[config.mk]
export PLATFORM = sky130hd
export DESIGN_NAME = mux_2x1
export DESIGN_NICKNAME = d
export VERILOG_FILES = /design/src/rtl/mux_2x1.sv
export SDC_FILE = /design/constraint.sdc
export NUM_CORES = 1
export LEC_CHECK = 0
export ABC_AREA = 0
export CORE_AREA = 5 5 42 44
export CTS_CLUSTER_SIZE = 25
export DETAILED_ROUTE_END_ITERATION = 12
export DIE_AREA = 0 0 47 49
export PLACE_DENSITY = 0.48
export SYNTH_ARGS = -nofsm -noshare
export SYNTH_HDL_FRONTEND = slang
export SYNTH_SLANG_ARGS = --single-unit
[constraint.sdc]
create_clock -name clk -period 0.9 [get_ports clk]
set_input_delay 0.09 -clock clk [delete_from_list [all_inputs] [get_ports clk]]
set_output_delay 0.09 -clock clk [all_outputs]
set_load 0.02 [all_outputs]
[src/rtl/mux_2x1.sv]
// Registered 2-to-1 word multiplexer with a valid qualifier.
// One cycle of latency, no backpressure: a new word can be accepted every cycle.
module mux_2x1 #(
   parameter int WIDTH = 4
) (
   input  logic             clk,
   input  logic             rst,
   input  logic [WIDTH-1:0] in0,
   input  logic [WIDTH-1:0] in1,
   input  logic             sel,
   input  logic             in_valid,
   output logic [WIDTH-1:0] out,
   output logic             out_valid
);

   // The whole word comes from one source. An X/Z sel fails the if test,
   // so simulation falls back to in0.
   logic [WIDTH-1:0] sel_word;

   always_comb begin
      if (sel) sel_word = in1;
      else     sel_word = in0;
   end

   // NOTE: state is updated with <= so every register samples pre-edge values.
   always_ff @(posedge clk) begin
      if (rst) begin
         out       <= '0;
         out_valid <= 1'b0;
      end else begin
         out_valid <= in_valid;
         if (in_valid) out <= sel_word;
      end
   end

endmodule

==> Word-level counts from Yosys, hierarchy flattened <==
Cells that the tools add are included.
{ "classes": {"mux": 1} }
{ "op_table": {"columns": ["operator", "n"], "rows": [
  ["4-bit 2-to-1 mux", 1]
]} }
{ "word_totals": {"reg_bits": 5, "word_cells": 3} }

==> Depth between registers and ports, before layout <==
Gate-level depths: netlist of the first run.
{ "logic_depth": {"ltp_word": 1, "depth_mapped": 3, "mapped_depth_nobuf": 2} }

==> Least setup slack after synthesis of the first run <==
OpenSTA, ideal clock, no wires.
{ "synth_path": {"kind": "reg2reg", "startpoint": "register, netlist name out[2]", "endpoint": "register out[2]", "setup_time_ps": 86, "slack_ps": 150, "arrival_ps": 664, "period_less_slack_ps": 750, "path_buffers": 0, "path_stages_with_launch": 3, "cell_sequence": "dfxtp_1 > nor2_1 > a211oi_1"} }
{ "synth_lines": {"columns": ["item", "line", "rtl"], "rows": [
  ["end signal: assignment", "32", "if (in_valid) out <= sel_word;"],
  ["end: declaration", "12", "output logic [WIDTH-1:0] out,"]
]} }

==> Worst setup path after layout of the first run <==
{ "layout_path": {"startpoint": "input in_valid", "endpoint": "register out[3]"} }
{ "layout_lines": {"columns": ["item", "line", "rtl"], "rows": [
  ["start: declaration", "11", "input logic in_valid,"]
]} }
No word-level cell between the ends.

==> results.yml, run 1 <==
status:
  status: "finished, final reports clean"
layout:
  stdcell_count: 59
  regArea_um2: 100.1
  area_growth_pct: 105.0
  nFillCells: 151
  antenna_cells: 0
  final_nets: 56
  drive_gt1_share_pct: 30.23
  multi_input_area_um2: 91.34
  fin_area_um2: 412.9
global_routing:
  grt_use_total_pct: 6.135
  met3_usage_pct: 4.059
  overflow: 0
  grt_use_met1_pct: 6.843
  grt_max_degree: 7
  antenna_found_initial: 0
  grtUsageMet2_pct: 6.109
  grt_pass1_wl_um: 890
  grt_pass1_vias: 229
  busiest_layer: "met4"
placement:
  place.gp.congestion: 0.7275
  place_area_um2: 409.1
  port_buffers: 16
  placed_cells: 55
setup_path:
  critical_path_buf_inv_count: 2
  cp_data_required_time_ns: 1.05
  worstSetupStartpointType: "primary input"
  cp_top_family: "buffers and inverters"
  cp_max_fo: 6
  endpoint_kind: "register"
  max_stage_delay_ns: 0.50
  slowest_stage: "clkdlybuf4s50_1"
  arrival_ns: 0.98
  path_class: "primary input to register"
  crit_path_cell_trace: "clkdlybuf4s50_1 -> buf_4 -> a211oi_1"
synth:
  syn_area_per_cell_um2: 10.07
  synth_area_leaders: "dfxtp_1 50%, mux2i_1 20%, a211oi_1 15%"
  synth_most_common_cell: "dfxtp_1"
  syn_area_um2: 201.4
  synthTopCellsByCount: "5 x dfxtp_1, 4 x a211oi_1, 4 x mux2i_1, 4 x nor2_1"
  ys_types: 7
  yosys.area.top_type: "dfxtp_1"
  synth_seq_cells: 5
  synth_top_cell_area_share_pct: 49.69
  synth-edff-count: 0
  synth_async_sr_flop_share_pct: 0
  yosysWarnings: 0
  seq_area_frac_synth_pct: 49.69
  synth_flop_cell: "dfxtp_1"
  synth_cells: 20
  syn_nets: 32
hold_path:
  min_path_type: "primary input to register"
clock_tree:
  clk_latency_ns: 0.24
  cts_tree: "built"
  clock_sinks: 5
  cts_buffer_depth: 2
  cts_buffers: 3
  hold_buffers: 0
  cts-root-buf: "clkbuf_4"
  cts_setup_buffers: 0
  clkTransAtPathRegs_ns: 0.04
  cts_max_level: 1
floorplanning:
  die_x_um: 47
  num_io_pins: 17
  dieArea_um2: 2303
  start_util_pct: 14.37
  die_y_um: 49
  coreArea_um2: 1401
  rows: 14
flow_run:
  cap_violations: 0
detailed_routing:
  avgViaCountPerCell: 3.932
  drc_errors: 0
  wl_um: 582
  drtPass1Iterations: 1
  drtIter0Drc: 0
  dr_total_vias: 232
  ant_nets: 0
  post_drt_wl_per_cell_um: 9.864
pwr:
  p_per_area_nw_per_um2: 1556
  p_leak_nw: 0.1958
  peakVddDrop_v: 0.0003937
  power.total_uw: 642.4
timing:
  tightest_slew_ns: 0.2324
  period_needed_ns: 0.8311
  max_slew_margin_pct: 84.48
  setup_violations: 0
  final_max_slew_viol_count: 0
  clock.fmax_mhz: 1203
  hold_viol: 0
  rsz0062_at_grt: "false"
  clock_skew_ns: 0
  finalCritPeriodShare_pct: 92.34
## flip-flops by register name, indices dropped and copies added (netlist names)
| signal | cells |
|---|---|
| out | 4 |
| out_valid | 1 |
## layer usage
| metal | routed length [µm] | share of wire (%) | up-vias |
|---|---|---|---|
| met4 | 25 | 4.3 | 0 |
| met5 | 0 | 0 | - |
| met2 | 189 | 32 | 19 |
| met1 | 241 | 41 | 92 |
| li1 | - | - | 117 |
| met3 | 125 | 21 | 4 |
## worst min-delay path, cell delays in order
cell	delay (ns)
dlymetal6s2s_1	0.18
mux2i_1	0.17
a211oi_1	0.08
## per-stage QoR
stage | utilization, % | setup slack, ns | hold slack (ns) | TNS [ns]
4_1_cts | 29.73 | 0.004427 | 0.4993 | 0
3_3_place_gp | 29.20 | -0.2212 | 0.5038 | -1.444
3_5_place_dp | 29.20 | -0.2339 | 0.5072 | -1.522
2_1_floorplan | - | 0.1504 | 0.1616 | 0
5_1_grt | 29.46 | 0.02556 | 0.3688 | 0
6_report | 29.46 | 0.06891 | 0.3411 | 0
## final timing paths
kind | cells past startpoint | slack [ns] | end | from
hold reg to reg | 2 | 0.51 | out[2] | out[2]
setup / recovery | 3 | 0.07 | out[3] | in_valid
hold / removal | 3 | 0.34 | out[0] | sel
setup reg to reg | 3 | 0.14 | out[3] | out[3]
## cell families (layout without fill, tap and decap cells)
kind of cell,count (synthesis),count (layout),share of synthesized area [%]
buf+inv,2,25,4.964
flops,5,5,49.69
mux,4,4,19.88
compound gates,4,4,14.91
simple gates,5,5,10.56
## what timing repair did
| action | 4_1_cts | 5_1_grt |
|---|---|---|
| gates resized for setup | 19 | 2 |
| cloned | 0 | 0 |
| setup endpoints to repair | 5 | 4 |
## cell usage in the layout, fill, tap and decap left out
cell type	count
clkbuf_1	1
dfxtp_1	5
clkdlybuf4s50_1	10
buf_2	5
buf_4	5
clkbuf_4	3
dlymetal6s2s_1	1
mux2i_1	4
nor2b_1	1
nor2_1	4
a211oi_1	4
## report_power, final
group	switching (mW)	internal, mW	total [mW]	leakage (nW)
Combinational	0.0563	0.0846	0.141	0.139
Clock	0.0896	0.167	0.257	0.0150
Sequential	0.00631	0.238	0.244	0.0416
Total	0.152	0.490	0.642	0.196
## cell type report
type	instances	share of cell area, %
well taps	16	4.848
flip-flops and latches	5	24.24
clock buffers	4	6.364
multi-input cells	13	22.12
repair buffers	21	42.42
No activity file was read; power rests on OpenSTA's default activity.
==> inputs of run 2 (changes only) <==
Settings changed: ABC_CLOCK_PERIOD_IN_PS set to 900, CELL_PAD_IN_SITES_DETAIL_PLACEMENT set to 1, CELL_PAD_IN_SITES_GLOBAL_PLACEMENT set to 1, PLACE_DENSITY 0.48 to 0.63.
==> run 2 against run 1 <==
Sequential share of layout area rose by 1.7 points. First-iteration DRC count up 3. Register-to-register slack gained 0.06 ns. Cell count decreased by 5.1%. Clock power rose by 2%. Clock skew unchanged. Worst hold slack better by 0.021 ns. Power decreased by 0.96%. Largest power group unchanged.
==> results.yml, run 2 (same netlist as run 1, synthesis figures left out) <==
hold_path:
  min_path_type: "primary input to register"
layout:
  fin_area_um2: 385.4
  final_cell_mix: "9 x clkdlybuf4s50_1, 5 x dfxtp_1, 5 x buf_2"
  stdcell_count: 56
  largest_registers: "out: 4 flops, out_valid: 1 flops"
  area_growth_pct: 91.30
  drive_gt1_share_pct: 25.00
  antenna_cells: 0
  final_nets: 53
  largest_reg_flops: 4
  final_common_cell: "clkdlybuf4s50_1"
  top_register: "out"
timing:
  tightest_slew_ns: 0.2646
  clock_skew_ns: 0
  period_needed_ns: 0.8280
  holdWs_ns: 0.3625
  max_slew_margin_pct: 82.36
  worst_slack_ns: 0.07203
  finalCritPeriodShare_pct: 92.00
  hold_viol: 0
  rsz0062_at_grt: "false"
  setup_violations: 0
  final_max_slew_viol_count: 0
  clock.fmax_mhz: 1208
floorplanning:
  coreArea_um2: 1401
  die_y_um: 49
  start_util_pct: 14.37
  dieArea_um2: 2303
  die_x_um: 47
  num_io_pins: 17
  rows: 14
detailed_routing:
  avgViaCountPerCell: 4.000
  drc_errors: 0
  drtIter0Drc: 3
  dr_total_vias: 224
  post_drt_wl_per_cell_um: 13.66
  ant_nets: 0
  wl_um: 765
  drtPass1Iterations: 2
clock_tree:
  hold_buffers: 0
  cts_max_level: 1
  clkTransAtPathRegs_ns: 0.05
  cts_buffers: 3
  cts_buffer_depth: 2
  cts-root-buf: "clkbuf_4"
  clock_sinks: 5
  cts_tree: "built"
  clk_latency_ns: 0.24
pwr:
  pwr-share-seq_pct: 38.5
  p_per_area_nw_per_um2: 1651
  power.total_uw: 636.2
  p_leak_nw: 0.1739
  peakVddDrop_v: 0.0005218
  p_sw_share_pct: 25.07
  clockPowerShare_pct: 41.1
  power.internal_uw: 476.7
  comb_power_share_pct: 20.4
  power_switching_uw: 159.5
global_routing:
  grt_use_total_pct: 8.521
  grt_pass1_wl_um: 1324
  grt_pass1_vias: 289
  grt_max_degree: 8
  antenna_found_initial: 0
  overflow: 0
setup_path:
  max_stage_delay_ns: 0.33
  slowest_stage: "dfxtp_1"
  crit_path_cell_trace: "buf_2"
  cp_top_family: "flip-flops"
  cp_data_required_time_ns: 0.81
  endpoint_kind: "output port"
  critical_path_buf_inv_count: 1
  worstSetupStartpointType: "register"
  cp_max_fo: 2
  path_class: "register to output port"
  arrival_ns: 0.74
placement:
  port_buffers: 16
  dpl.hpwl_um: 655.3
  placed_cells: 52
  place.gp.congestion: 0.6784
  place_area_um2: 386.6
  pre_cts_slack_ns: -0.2931
flow_run:
  cap_violations: 0
status:
  status: "finished, final reports clean"
[run 2: final cells by class]
class,count,area (µm²)
well taps,16,20.02
clock buffers,4,26.28
fillers,178,1016
flip-flops and latches,5,100.1
multi-input cells,13,91.34
repair buffers,18,147.6
[run 2: through the flow]
step	setup TNS (ns)	utilization (%)
3_3_place_gp	-1.545	27.59
2_1_floorplan	0	-
3_5_place_dp	-1.771	27.59
4_1_cts	0	27.95
6_report	0	27.50
5_1_grt	0	27.50
[run 2: repair_timing]
action / in CTS / in global routing
endpoints found under the hold margin: 0 / 0
setup endpoints to repair: 8 / 1
buffers inserted: 0 / 0
resized for setup: 21 / 1
cloned: 0 / 0
[run 2: power by group through the flow]
stage                     clock network (mW)  logic (mW)  registers, mW
after global routing                   0.310       0.142          0.247
after CTS                              0.272       0.134          0.246
after floorplan                            0      0.0354          0.268
after global placement                     0       0.144          0.249
final                                  0.261       0.130          0.245
after detailed placement                   0       0.150          0.250
[run 2: path summary, 6_finish.rpt]
| kind | slack, ns | from | cells past startpoint | end |
|---|---|---|---|---|
| max | 0.07 | out[3] | 1 | out[3] |
| min reg2reg | 0.49 | out[3] | 2 | out[3] |
| max reg2reg | 0.20 | out[0] | 2 | out[0] |
| min | 0.36 | in_valid | 2 | out[3] |
[run 2: layer usage]
| metal | up-vias | routed length, µm | track usage, % |
|---|---|---|---|
| met5 | - | 0 | 0 |
| met4 | 0 | 17 | 6.912 |
| met3 | 2 | 100 | 5.535 |
| met2 | 19 | 366 | 11.31 |
| met1 | 94 | 280 | 9.011 |
| li1 | 109 | - | - |
